==> config.mk <==
export PLATFORM = sky130hd
export DESIGN_NAME = debug_trace_buffer
export DESIGN_NICKNAME = d
export VERILOG_FILES = /design/src/rtl/debug_trace_buffer.sv
export SDC_FILE = /design/constraint.sdc
export NUM_CORES = 1
export LEC_CHECK = 0
export CAP_MARGIN = 20
export CORE_AREA = 2 2 300 302
export CTS_CLUSTER_SIZE = 8
export DETAILED_ROUTE_END_ITERATION = 6
export DIE_AREA = 0 0 302 304
export SLEW_MARGIN = 20
export SYNTH_ARGS = -nofsm -noshare
export SYNTH_HDL_FRONTEND = slang
export SYNTH_SLANG_ARGS = --single-unit
==> constraint.sdc <==
create_clock -name clk -period 22.6 [get_ports clk]
set_clock_uncertainty 0.05 [all_clocks]
set_input_delay 5.65 -clock clk [delete_from_list [all_inputs] [get_ports clk]]
set_output_delay 5.65 -clock clk [all_outputs]
set_load 0.005 [all_outputs]
==> src/rtl/debug_trace_buffer.sv <==
// Trace capture buffer: arm, trigger on a PC match, then record PC/instruction pairs.
// The TRACE_OVERWRITE_EN macro makes a full buffer keep the newest samples instead of the oldest.
module debug_trace_buffer #(
    parameter int DEPTH = 16
) (
    input  logic                       clk,
    input  logic                       reset,
    input  logic                       arm,
    input  logic                       stop,
    input  logic [31:0]                trig_pc,
    input  logic [31:0]                pc_in,
    input  logic [31:0]                instr_in,
    output logic                       out_valid,
    input  logic                       out_ready,
    output logic [31:0]                out_pc,
    output logic [31:0]                out_instr,
    output logic [$clog2(DEPTH):0]     count,
    output logic [1:0]                 state,
    output logic                       overflow
);

    localparam int AW = $clog2(DEPTH);
    localparam logic [AW:0] FULL_CNT = DEPTH[AW:0];

    typedef enum logic [1:0] {
        IDLE    = 2'd0,
        ARMED   = 2'd1,
        CAPTURE = 2'd2
    } state_t;

    state_t          cur;
    state_t          nxt;
    logic [63:0]     mem [DEPTH];
    logic [AW-1:0]   wptr;
    logic [AW-1:0]   rptr;
    logic [AW:0]     cnt;
    logic            ovf;
    logic            match;
    logic            push;
    logic            pop;
    logic            full;
    logic            wr_en;
    logic            drop_oldest;

    assign match = (pc_in == trig_pc);
    assign full  = (cnt == FULL_CNT);
    assign pop   = (cnt != '0) && out_ready;

    always_ff @(posedge clk) begin
        if (reset) begin
            cur <= IDLE;
        end else begin
            cur <= nxt;
        end
    end

    // stop outranks both arm and a trigger match
    always_comb begin
        nxt = cur;
        unique case (cur)
            IDLE: begin
                if (arm && !stop) nxt = ARMED;
            end
            ARMED: begin
                if (stop)       nxt = IDLE;
                else if (match) nxt = CAPTURE;
            end
            CAPTURE: begin
                if (stop) nxt = IDLE;
            end
            default: nxt = IDLE;
        endcase
    end

    always_comb begin
        push = 1'b0;
        unique case (cur)
            ARMED:   push = match && !stop;
            CAPTURE: push = !stop;
            default: push = 1'b0;
        endcase
    end

`ifdef TRACE_OVERWRITE_EN
    // a full buffer without a pop retires its oldest entry to make room
    assign wr_en       = push;
    assign drop_oldest = push && full && !pop;
`else
    assign wr_en       = push && (!full || pop);
    assign drop_oldest = 1'b0;
`endif

    always_ff @(posedge clk) begin
        if (!reset && wr_en) begin
            mem[wptr] <= {pc_in, instr_in};
        end
    end

    always_ff @(posedge clk) begin
        if (reset) begin
            wptr <= '0;
            rptr <= '0;
            cnt  <= '0;
            ovf  <= 1'b0;
        end else begin
            if (wr_en) begin
                wptr <= wptr + 1'b1;
            end
            if (pop || drop_oldest) begin
                rptr <= rptr + 1'b1;
            end
            if (wr_en && !drop_oldest && !pop) begin
                cnt <= cnt + 1'b1;
            end else if (!wr_en && pop) begin
                cnt <= cnt - 1'b1;
            end
            if (push && full && !pop) begin
                ovf <= 1'b1;
            end
        end
    end

    assign out_valid = (cnt != '0);
    assign out_pc    = out_valid ? mem[rptr][63:32] : 32'd0;
    assign out_instr = out_valid ? mem[rptr][31:0]  : 32'd0;
    assign count     = cnt;
    assign state     = cur;
    assign overflow  = ovf;

endmodule

After elaboration in Yosys (flattened, before gate mapping)
Memories as Yosys holds them, arrays and structs flattened. A register that Yosys moved wholly into a read port is not among the register bits.
Cells that the tools add are included.
{ "classes": {"n_bitwise": 0, "n_mul": 0, "addsub": 4, "n_lt_le_gt_ge": 0, "n_eq_ne": 7, "n_shift": 0, "n_mux": 14, "n_reduce_logical": 19, "div": 0} }
{ "ops": {"columns": ["op", "n"], "rows": [
  ["$mux 32", 2],
  ["$eq 32x32->1", 1],
  ["$mux 5", 2],
  ["$logic_and 1x1->1", 9],
  ["$add 4x1->4 const B", 2],
  ["$mux 2", 4],
  ["$mux 4", 2],
  ["$pmux 2 s3", 1],
  ["$add 5x1->5 const B", 1],
  ["$eq 5x5->1 const B", 1],
  ["$logic_not 1->1", 5],
  ["$reduce_bool 5->1", 1],
  ["$sub 5x1->5 const B", 1],
  ["$ne 2x2->1 const B", 2],
  ["$ne 3x3->1 const B", 1],
  ["$reduce_and 3->1", 1],
  ["$eq 2x1->1 const B", 1],
  ["$eq 2x2->1 const B", 1],
  ["$logic_not 2->1", 1],
  ["$mux 1", 2],
  ["$pmux 1 s2", 1],
  ["$reduce_bool 2->1", 1],
  ["$logic_or 1x1->1", 1]
]} }
{ "totals": {"latch_bits": 0, "mem_bits_rw": 1024, "regBits": 16, "n_memories": 1, "romBits": 0, "wordCells": 50} }
{ "mem_list": {"columns": ["name", "depth", "width", "read_ports", "rd_clocked_by_memory_dff", "write_ports", "line", "rtl"], "rows": [
  ["mem", 16, 64, 1, 1, 1, "33", "logic [63:0] mem [DEPTH];"]
]} }

Depth between registers and ports, before layout
Gate-level depths: netlist (run 1).
{ "logic_depth": {"ltp_word": 8, "mapped_depth": 15, "ltp_nobuf": 14} }

Least setup slack after synthesis (run 1)
OpenSTA, ideal clock, no wires.
{ "synth_path": {"kind": "input port to flip-flop", "from": "input port trig_pc[15]", "to": "memory mem[7][0] (enable)", "arrival_time_ns": 11.056, "stages": 6, "required_time_ns": 21.985, "setup_slack_ns": 10.929, "path_cell_list": "xor2_1 nor4_1 nand4_1 nor3_2 o211ai_1 nor3_1"} }
{ "synth_between": {"elab_chain_len": 7} }
{ "synth_lines": {"columns": ["item", "line", "rtl"], "rows": [
  ["start, declared", "10", "input logic [31:0] trig_pc,"],
  ["$eq 32x32->1", "45", "assign match = (pc_in == trig_pc);"],
  ["$logic_and 1x1->1", "78", "ARMED: push = match && !stop;"],
  ["$pmux 1 s2", "77", "unique case (cur)"],
  ["$logic_and 1x1->1", "89", "assign wr_en = push && (!full || pop);"],
  ["$logic_and 1x1->1", "94", "if (!reset && wr_en) begin"],
  ["$mux 1", "94", null],
  ["$mux 1 (not written as such)", "95", "mem[wptr] <= {pc_in, instr_in};"],
  ["end, declared", "33", null]
]} }
No other way between the ends.

==> flow_summary.json, run 1 <==
{
  "drive_gt1_share_pct": 27.5,
  "synth_fp_nets": 1780,
  "postCtsSetupBuffers": 0,
  "htree_levels": 4,
  "antenna_found_initial": 3,
  "cp.arrival_ns": 4.90,
  "power.total_w": 0.00413,
  "final_common_cell": "edfxtp_1",
  "critPathRequiredTime_ns": 16.90,
  "synthesis.instances": 1666,
  "coreArea_um2": 89000,
  "worst-setup-path-type": "flip-flop to output port",
  "setup_violations": 0,
  "drv_cap": 0,
  "intPower_w": 0.00333,
  "drtPass1Iterations": 5,
  "slew-limit-headroom_pct": 31.8,
  "clk_latency_ns": 0.74,
  "status": "finished, final reports clean",
  "comb_power_share_pct": 1.3,
  "fin_nets": 2052,
  "holdCritPathClass": "flip-flop to flip-flop",
  "hold_buffers": 0,
  "io_buffer_count": 173,
  "rsz0062_at_grt": "no",
  "start_util_pct": 45.3,
  "drv_slew": 0,
  "ys_types": 36,
  "r2r_slack_ns": 18.61,
  "r2r_end": "count[4]$_SDFFE_PP0P_",
  "cts_root_buf": "clkbuf_16",
  "hold_depth": 2,
  "leakagePower_nw": 14.4,
  "ys_seq_elements": 1044,
  "r2r-start": "count[1]$_SDFFE_PP0P_",
  "powerDensity_nw_per_um2": 87.1,
  "fin_crit_sh_pct": 46.9,
  "wirelength_um": 91900,
  "cts_resized": 0,
  "pwr-share-clk_pct": 47.1,
  "tightest_slew_ns": 1.02,
  "rr_worst_depth": 12,
  "viasPerCell": 5.83,
  "clockBufferDepth": 3,
  "pre_cts_slack_ns": 11.53,
  "grt_pass1_wl_um": 135000,
  "syn_area_per_cell_um2": 24.2,
  "hpwl_um": 48400,
  "critPathMaxFanout": 115,
  "cts_buffers": 148,
  "vias": 18329,
  "num_io_pins": 174,
  "worst_slack_ns": 12.00,
  "seq_area_frac_synth_pct": 77.2,
  "grt.overflow.total": 0,
  "tns_ns": 0,
  "switchingPower_w": 0.000803,
  "dieWidth_um": 302,
  "min_from": "rptr[1]$_SDFFE_PP0P_",
  "ant_nets": 0,
  "ir_worst_vdd_v": 0.0000659,
  "grt_max_degree": 157,
  "dieHeight_um": 304,
  "yosysWarnings": 0,
  "rows": 110,
  "dpl_cell_area_um2": 43400,
  "endpoint": "out_instr[0]",
  "place_congestion": 0.730,
  "area_growth_pct": 17.6,
  "avgRoutedWirePerCell_um": 29.3,
  "design_area_um2": 47500,
  "grt_use_total_pct": 20.6,
  "finalCriticalPeriod_ns": 10.60,
  "end_kind": "output port",
  "route.detailed.drc": 0,
  "drt-initial-drc-count": 1980,
  "final_cell_mix": "edfxtp_1 (1024), mux4_2 (320), clkdlybuf4s50_1 (173)",
  "die_area_um2": 91800,
  "cts_tree": "built",
  "first_global_vias": 19736,
  "max_freq_ghz": 0.0944,
  "synth_area_um2": 40400,
  "start_kind": "flip-flop",
  "clock-sinks": 1044,
  "clk_pin_slew_ns": 0.05,
  "finalHoldViolCount": 0,
  "switching_share_pct": 19.4,
  "power_frac_seq_pct": 51.5
}
state kept, by name (all words and copies together), names as in the netlist, named ones only:
register	cells
rptr	4
count	5
state	2
mem	1024
wptr	4
overflow	1
power groups by stage:
stage                       logic, W  clock network [W]  registers (W)
after floorplan           0.00000618                  0        0.00217
after global placement     0.0000531                  0        0.00217
after detailed placement   0.0000557                  0        0.00217
after CTS                  0.0000558            0.00199        0.00213
after global routing       0.0000602            0.00206        0.00213
final                      0.0000552            0.00195        0.00213
worst min-delay path by stage:
| stage | end | slack (ns) |
|---|---|---|
| global route | flip-flop | 0.48 |
| global placement | flip-flop | 0.42 |
| finish | flip-flop | 0.43 |
| CTS | flip-flop | 0.44 |
| detailed placement | flip-flop | 0.44 |
| floorplan | flip-flop | 0.41 |
critical path, stage by stage, from the launching register on:
cell,delay [ns]
dfxtp_4,0.77
buf_12,0.80
buf_6,0.68
mux4_2,0.61
mux4_2,0.50
and2_1,0.20
clkdlybuf4s50_1,0.45
Yosys cell counts:
master    number  share of area, %
edfxtp_1    1024                76
mux4_2       320                18
and2_1        64              0.99
clkbuf_1      37              0.34
xor2_1        36              0.78
buf_6         27              0.75
dfxtp_1       20              0.99
nor2_1        19              0.18
buf_1         14              0.13
and3_1        12              0.19
ha_1          12              0.37
a21oi_1       10              0.12
inv_1         10             0.093
nor4_1         9              0.14
nand2b_1       5             0.077
nor3_1         5             0.062
o21ai_0        5             0.062
buf_2          4             0.050
mux2i_1        4             0.099
nand2_1        4             0.037
nand3_1        4             0.050
a21o_1         2             0.037
nand4_1        2             0.031
o211ai_1       2             0.037
or2_2          2             0.031
or3_1          2             0.031
xnor2_1        2             0.043
and3b_1        1             0.022
fa_1           1             0.050
mux2_2         1             0.028
nand3b_1       1             0.019
nor3_2         1             0.025
o21a_1         1             0.019
o221a_2        1             0.028
o22ai_1        1             0.016
or4b_2         1             0.025
stage by stage:
stage          utilization [%]  cells  hold WS, ns
5_1_grt                   53.3   3143        0.480
6_report                  53.3   3143        0.432
3_5_place_dp              48.7   2964        0.436
4_1_cts                   53.3   3142        0.437
3_3_place_gp              48.7   2964        0.419
2_1_floorplan                -   1666        0.409
kinds of logic (layout without fill, tap and decap cells):
logic type                 after synthesis  in the layout  share of synthesized area (%)
buffers and inverters                   92            392                           1.37
adders and majority gates               13             13                          0.422
xor gates and xnor gates                38             38                          0.825
DFF                                   1044           1044                           77.2
other                                    0              1                              0
and+or+nand+nor                        132            132                           1.90
AOI/OAI and AO/OA                       22             22                          0.322
muxes                                  325            325                           18.0
routing by layer:
metal,vias up,global-route usage (%),part of all wire [%]
li1,7627,-,-
met1,9903,29.0,42
met2,673,33.1,50
met3,122,3.95,6.0
met4,4,5.57,1.7
met5,-,0,0.029
cell type report:
cell class	count	area (um2)
Fill cell	6620	41600
Clock inverter	15	233
Multi-Input combinational cell	530	8750
Tap cell	1176	1470
Clock buffer	163	3800
Inverter	10	37.5
Timing Repair Buffer	204	1990
Antenna cell	1	2.50
Sequential cell	1044	31200
Note: power is estimated with default switching activity, not from simulation.
==> inputs of run 2 (changes only) <==
--- a/config.mk
+++ b/config.mk
@@ -10,6 +10,7 @@
 export CTS_CLUSTER_SIZE = 8
 export DETAILED_ROUTE_END_ITERATION = 6
 export DIE_AREA = 0 0 302 304
+export PLACE_DENSITY = 0.65
 export SLEW_MARGIN = 20
 export SYNTH_ARGS = -nofsm -noshare
 export SYNTH_HDL_FRONTEND = slang
==> constraint.sdc (replaced) <==
create_clock -name clk -period 9.3 [get_ports clk]
set_clock_uncertainty 0.05 [all_clocks]
set_input_delay 2.325 -clock clk [delete_from_list [all_inputs] [get_ports clk]]
set_output_delay 2.325 -clock clk [all_outputs]
set_load 0.005 [all_outputs]
==> run 2 against run 1 <==
  * Final cell count up 0.32%
  * Critical path depth increased by 8
  * Highest routed layer is now met4
  * Worst hold slack improved by 0.0029 ns
  * Wire length down 2.4%
  * Non-clock buffer count grew 8
  * Die area unchanged
  * Final area grew 0.26%
  * Flip-flop and latch count is the same
  * Critical endpoint is now count[4]$_SDFFE_PP0P_
  * Register-to-register slack worse by 13 ns
==> flow_summary.json, run 2 (same netlist as run 1, synthesis figures left out) <==
{
  "fin_nets": 2060,
  "finalHoldViolCount": 0,
  "clock-sinks": 1044,
  "grt_max_degree": 149,
  "drv_cap": 0,
  "regMostFlops": "mem",
  "critPathRequiredTime_ns": 9.88,
  "die_area_um2": 91800,
  "cts_buffers": 148,
  "critPathTopFamily": "simple AND/OR/NAND/NOR gates",
  "worst_slack_ns": 2.62,
  "max_freq_ghz": 0.150,
  "antenna_found_initial": 4,
  "drive_gt1_share_pct": 27.9,
  "cpMostUsedCell": "a21oi_1",
  "avgRoutedWirePerCell_um": 28.5,
  "switchingPower_w": 0.00195,
  "hpwl_um": 48800,
  "clk_latency_ns": 0.72,
  "route.detailed.drc": 0,
  "drtPass1Iterations": 7,
  "start_kind": "input port",
  "grt_pass1_wl_um": 132000,
  "comb_power_share_pct": 1.3,
  "ant_nets": 0,
  "placed_cells": 2971,
  "drt-initial-drc-count": 1836,
  "final_common_cell": "edfxtp_1",
  "drv_slew": 0,
  "coreArea_um2": 89000,
  "hold_buffers": 0,
  "fin_cells": 3153,
  "holdCritPathClass": "flip-flop to flip-flop",
  "critPathMaxFanout": 17,
  "fin_crit_sh_pct": 71.8,
  "rsz0062_at_grt": "no",
  "tightest_slew_ns": 1.12,
  "place_congestion": 0.771,
  "path_cells": "clkdlybuf4s50_1 -> xor2_1 -> nor4_1 -> nand4_1 -> nor3_2 -> o21a_1 -> ha_1 -> inv_1 -> fa_1 -> a21o_1 -> a21oi_1 -> xnor2_1 -> or3_1 -> a21oi_1",
  "cts_resized": 0,
  "num_io_pins": 174,
  "cts_tree": "built",
  "dieWidth_um": 302,
  "viasPerCell": 5.81,
  "path_buf_inv": 2,
  "clk_pin_slew_ns": 0.05,
  "slowest_delay_ns": 0.79,
  "status": "finished, final reports clean",
  "rows": 110,
  "cp.arrival_ns": 7.26,
  "io_buffer_count": 173,
  "slew-limit-headroom_pct": 25.6,
  "switching_share_pct": 19.4,
  "fill_cells": 6611,
  "tns_ns": 0,
  "grt.overflow.total": 0,
  "setup_violations": 0,
  "hold_ws_ns": 0.435,
  "cts_root_buf": "clkbuf_16",
  "first_global_vias": 19712,
  "clockBufferDepth": 3,
  "wirelength_um": 89700,
  "end_kind": "flip-flop",
  "pwr-share-clk_pct": 47.3,
  "ir_worst_vdd_v": 0.000175,
  "largest_reg_flops": 1024,
  "worst-setup-path-type": "input port to flip-flop",
  "final_cell_mix": "edfxtp_1 (1024), mux4_2 (320), clkdlybuf4s50_1 (173)",
  "cp_slowest_cell": "clkdlybuf4s50_1",
  "start_util_pct": 45.3,
  "htree_levels": 4,
  "intPower_w": 0.00812,
  "power.total_w": 0.0101,
  "finalCriticalPeriod_ns": 6.68,
  "power_frac_seq_pct": 51.4,
  "area_growth_pct": 17.9,
  "pre_cts_slack_ns": 1.95,
  "grt_use_total_pct": 20.0,
  "leakagePower_nw": 14.5,
  "vias": 18321,
  "powerDensity_nw_per_um2": 212,
  "dieHeight_um": 304,
  "postCtsSetupBuffers": 0
}
[run 2: layer usage]
metal | part of all wire (%) | up-vias | global-route usage, %
li1 | - | 7634 | -
met1 | 41 | 9854 | 27.9
met2 | 50 | 699 | 31.8
met3 | 6.4 | 134 | 4.21
met4 | 2.2 | 0 | 6.45
met5 | 0 | - | 0
[run 2: power groups by stage]
stage               sequential (W)  clock [W]  combinational (W)
global route               0.00517    0.00504           0.000146
finish                     0.00518    0.00476           0.000135
detailed placement         0.00526          0           0.000135
global placement           0.00526          0           0.000128
floorplan                  0.00526          0          0.0000150
CTS                        0.00517    0.00485           0.000135
[run 2: tightest hold or removal path, stage by stage (launching register included)]
cell     delay, ns
dfxtp_1       0.31
inv_1         0.05
o22ai_1       0.07
[run 2: final timing paths]
kind	start	end	slack (ns)	cells after the start
worst max-delay path	pc_in[26]	count[4]$_SDFFE_PP0P_	2.62	14
worst min-delay path	overflow$_SDFFE_PP0P_	overflow$_SDFFE_PP0P_	0.43	2
worst max register to register	count[1]$_SDFFE_PP0P_	count[4]$_SDFFE_PP0P_	5.49	11
worst min register to register	overflow$_SDFFE_PP0P_	overflow$_SDFFE_PP0P_	0.43	2
[run 2: stage by stage]
step,cell area [um2],util [%]
3_5_place_dp,43500,48.8
5_1_grt,47600,53.4
6_report,47600,53.4
4_1_cts,47500,53.4
3_3_place_gp,43500,48.8
2_1_floorplan,40400,-
[run 2: cell type report]
type	instances	area, um2	share of cell area [%]
Inverter	10	37.5	0.0789
Timing Repair Buffer	212	2080	4.38
Tap cell	1176	1470	3.09
Multi-Input combinational cell	530	8750	18.4
Clock inverter	14	258	0.542
Sequential cell	1044	31200	65.5
Antenna cell	3	7.51	0.0158
Clock buffer	164	3810	8.00
==> inputs of run 3 (changes only) <==
==> constraint.sdc (replaced) <==
create_clock -name clk -period 5.55 [get_ports clk]
set_clock_uncertainty 0.05 [all_clocks]
set_input_delay 1.3875 -clock clk [delete_from_list [all_inputs] [get_ports clk]]
set_output_delay 1.3875 -clock clk [all_outputs]
set_load 0.005 [all_outputs]
==> run 3 against run 2 <==
  * Wire length rose by 4.6%
  * Via count up 3.2%
  * Die area did not move
  * Worst setup slack got worse by 2.1 ns
  * Combinational power up 82%
  * Worst hold slack better by 0.00085 ns
  * First-iteration DRC count is 2.0% lower
  * Non-clock buffer count grew 74
  * Power up 68%
==> flow_summary.json, run 3 (same netlist as run 1, synthesis figures left out) <==
{
  "placed_cells": 3046,
  "drv_slew": 0,
  "rows": 110,
  "drv_cap": 0,
  "powerDensity_nw_per_um2": 347,
  "min_from": "overflow$_SDFFE_PP0P_",
  "hold_depth": 2,
  "clk_latency_ns": 0.72,
  "min_to": "overflow$_SDFFE_PP0P_",
  "ir_worst_vdd_v": 0.000297,
  "fin_cells": 3231,
  "start_kind": "flip-flop",
  "register_area_um2": 31200,
  "drtPass1Iterations": 5,
  "power_frac_seq_pct": 51.2,
  "r2r-start": "count[1]$_SDFFE_PP0P_",
  "status": "finished, final reports clean",
  "slew-limit-headroom_pct": 39.9,
  "clockBufferDepth": 3,
  "largest_reg_flops": 1024,
  "antenna_found_initial": 6,
  "max_freq_ghz": 0.200,
  "setup_violations": 0,
  "viasPerCell": 5.85,
  "r2r_slack_ns": 1.72,
  "cp.arrival_ns": 3.57,
  "finalCriticalPeriod_ns": 5.01,
  "critPathRequiredTime_ns": 4.11,
  "clk_pin_slew_ns": 0.05,
  "grt_pass1_wl_um": 138000,
  "drt-initial-drc-count": 1800,
  "pwr-share-clk_pct": 47.4,
  "grt_use_total_pct": 21.0,
  "intPower_w": 0.0137,
  "grt_max_degree": 121,
  "holdCritPathClass": "flip-flop to flip-flop",
  "finalHoldViolCount": 0,
  "cts_tree": "built",
  "comb_power_share_pct": 1.5,
  "io_buffer_count": 173,
  "avgRoutedWirePerCell_um": 29.1,
  "wirelength_um": 93900,
  "dieWidth_um": 302,
  "design_area_um2": 48800,
  "grt.overflow.total": 0,
  "power.total_w": 0.0170,
  "coreArea_um2": 89000,
  "final_common_cell": "edfxtp_1",
  "first_global_vias": 20313,
  "cts_buffers": 148,
  "clock-sinks": 1044,
  "regMostFlops": "mem",
  "worst_slack_ns": 0.538,
  "rsz0062_at_grt": "no",
  "cts_resized": 0,
  "switchingPower_w": 0.00324,
  "hold_buffers": 0,
  "place_congestion": 0.743,
  "fill_cells": 6493,
  "drive_gt1_share_pct": 30.3,
  "route.detailed.drc": 0,
  "fin_crit_sh_pct": 90.3,
  "end_kind": "output port",
  "worst-setup-path-type": "flip-flop to output port",
  "postCtsSetupBuffers": 0,
  "dpl_cell_area_um2": 44700,
  "r2r_end": "count[4]$_SDFFE_PP0P_",
  "rr_worst_depth": 12,
  "multiInputGateArea_um2": 8750,
  "cts_root_buf": "clkbuf_16",
  "final_cell_mix": "edfxtp_1 (1024), mux4_2 (320), clkdlybuf4s50_1 (173)",
  "fin_nets": 2134,
  "tightest_slew_ns": 0.901,
  "critPathMaxFanout": 27,
  "leakagePower_nw": 15.0,
  "switching_share_pct": 19.1,
  "htree_levels": 4,
  "start_util_pct": 45.3,
  "area_growth_pct": 21.0,
  "num_io_pins": 174,
  "dieHeight_um": 304,
  "ant_nets": 0,
  "hpwl_um": 52000,
  "pre_cts_slack_ns": 0.120,
  "vias": 18900,
  "die_area_um2": 91800
}
[run 3: cell types whose count changed in the layout (fill, tap and decap cells not counted)]
cell	change
buf_16	-1
diode_2	-1
clkinv_8	-2
clkinv_1	+2
clkbuf_16	+6
bufinv_16	-1
inv_6	-1
clkinv_16	-2
inv_16	-1
buf_4	+19
clkbuf_1	+4
buf_12	+56
[run 3: worst max-delay path by stage]
| stage | slack, ns | cells past startpoint | to |
|---|---|---|---|
| after global placement | 0.15 | 15 | count[4]$_SDFFE_PP0P_ |
| after detailed placement | 0.12 | 15 | count[4]$_SDFFE_PP0P_ |
| after CTS | 0.42 | 5 | out_instr[5] |
| final | 0.54 | 6 | out_pc[26] |
| after global routing | 0.37 | 5 | out_instr[19] |
| after floorplan | -1.86 | 6 | mem[7][0]$_DFFE_PP_ |
[run 3: per-layer routing]
layer / wire [um] / GRT usage [%] / share of wire, %
met5: 21 / 0 / 0.022
met4: 1960 / 6.41 / 2.1
met3: 6050 / 4.06 / 6.4
met2: 47700 / 34.4 / 51
met1: 38200 / 28.8 / 41
[run 3: per-stage QoR]
stage / utilization, % / hold WS [ns] / setup TNS, ns
2_1_floorplan: - / 0.409 / -475.66
3_3_place_gp: 50.2 / 0.421 / 0
3_5_place_dp: 50.2 / 0.427 / 0
4_1_cts: 54.8 / 0.438 / 0
5_1_grt: 54.8 / 0.469 / 0
6_report: 54.8 / 0.435 / 0
[run 3: area by class of cell]
| type | count | share of cell area [%] |
|---|---|---|
| diodes | 2 | 0.0102 |
| clock buffers | 174 | 8.13 |
| clock inverters | 9 | 0.233 |
| inverters | 10 | 0.0769 |
| multi-input cells | 530 | 17.9 |
| flip-flops and latches | 1044 | 63.8 |
| well taps | 1176 | 3.01 |
| repair buffers | 286 | 6.80 |
[run 3: power groups by stage]
stage / Clock (W) / Sequential (W) / Combinational (W)
6_report: 0.00803 / 0.00867 / 0.000246
5_1_grt: 0.00851 / 0.00866 / 0.000265
4_1_cts: 0.00819 / 0.00867 / 0.000247
3_5_place_dp: 0 / 0.00882 / 0.000246
3_3_place_gp: 0 / 0.00881 / 0.000231
2_1_floorplan: 0 / 0.00882 / 0.0000252
[run 3: critical path, cell delays in order (launching register included)]
cell and delay [ns]:
dfxtp_4 0.55, buf_12 0.29, buf_4 0.31, mux4_2 0.54, mux4_2 0.48, and2_1 0.18, clkdlybuf4s50_1 0.44
==> edit, RTL diff (config.mk and constraints of run 1) <==
Change the parameter `DEPTH` from 16 to 8.
--- a/src/rtl/debug_trace_buffer.sv
+++ b/src/rtl/debug_trace_buffer.sv
@@ -1,7 +1,7 @@
 // Trace capture buffer: arm, trigger on a PC match, then record PC/instruction pairs.
 // The TRACE_OVERWRITE_EN macro makes a full buffer keep the newest samples instead of the oldest.
 module debug_trace_buffer #(
-    parameter int DEPTH = 16
+    parameter int DEPTH = 8
 ) (
     input  logic                       clk,
     input  logic                       reset,
Interface: changed (resized count); port bits go from 174 to 173. No check against the original RTL was run, so the function may have changed too.
==> edit against run 1 <==
Critical endpoint is now out_pc[0]. Worst hold slack improved by 21 ps. Sequential cell count fell by 516. Setup slack improved by 600 ps. Routed wire length fell by 44%. Synthesized area fell by 49%. Critical path depth did not move. Largest cell class unchanged. Fmax rose by 6.0%. Cell area fell by 45%. Die area did not move. Power fell by 48%.
==> edit: results (changes against run 1) <==
status completed; Peak VDD IR 0.0508 mV (-23%); later-pin clock latency in the skew report 600 ps (-140 ps); first-pass GRT wire length 75100 µm (-44%); multi-input combinational area share 18.3% (-0.18 points); syn_nets 1069 (-40%); sequential share of power 50.3% (-1.2 points); Clock buf/inv share 8.20% (-0.30 points); met2 routed WL 24500 µm (-47%); Yosys cell types 35 (-2.8%); clock-net power 0.00102 W (-48%); Lkg Pwr 7.70 nW (-47%); final-layout clock buffer total 93 (-43%); Post-synth top cells edfxtp_1 (512), mux4_2 (128), nor2_1 (76); buffer share of cell area 7.23% (+3.0 points); Non-CTS buffers 189 (-7.4%); CP max FO 36 (-69%); H-tree Lvls 3 (-1); Post-synth EDFFs 512 (-50%); Fill cells 8641 (+31%); largest cells by area after synthesis edfxtp_1 (75%), mux4_2 (14%), mux2i_1 (3.2%); total CTS buffers 76 (-49%); number of global-route vias before repair 10.9k (-45%); largest net degree at the start of global routing 75 (-52%); initial antenna violation count 5 (+2); multi-input gates 378 (-29%)
edit: cell count changes after synthesis, moves of 10 or more:
| cell | change |
|---|---|
| and2_1 | -64 |
| and3_1 | -12 |
| buf_6 | -26 |
| clkbuf_1 | -10 |
| edfxtp_1 | -512 |
| mux2i_1 | +62 |
| mux4_2 | -192 |
| nor2_1 | +57 |
edit: metrics by stage:
step                      cell area [µm²]  instances  hold slack (ps)
after floorplan                     20600        959              401
after global placement              23800       2276              440
after detailed placement            23800       2278              428
after CTS                           25900       2378              451
after global routing                25900       2378              466
final                               25900       2379              453
edit: path summary, 6_finish.rpt:
| check | startpoint | end | slack (ps) | cells past startpoint |
|---|---|---|---|---|
| worst min register to register | overflow | overflow | 450 | 2 |
| worst min-delay path | overflow | overflow | 450 | 2 |
| worst max-delay path | flip-flop | out_pc[0] | 12600 | 6 |
| worst max register to register | state[1] | mem[3][23] | 18830 | 9 |
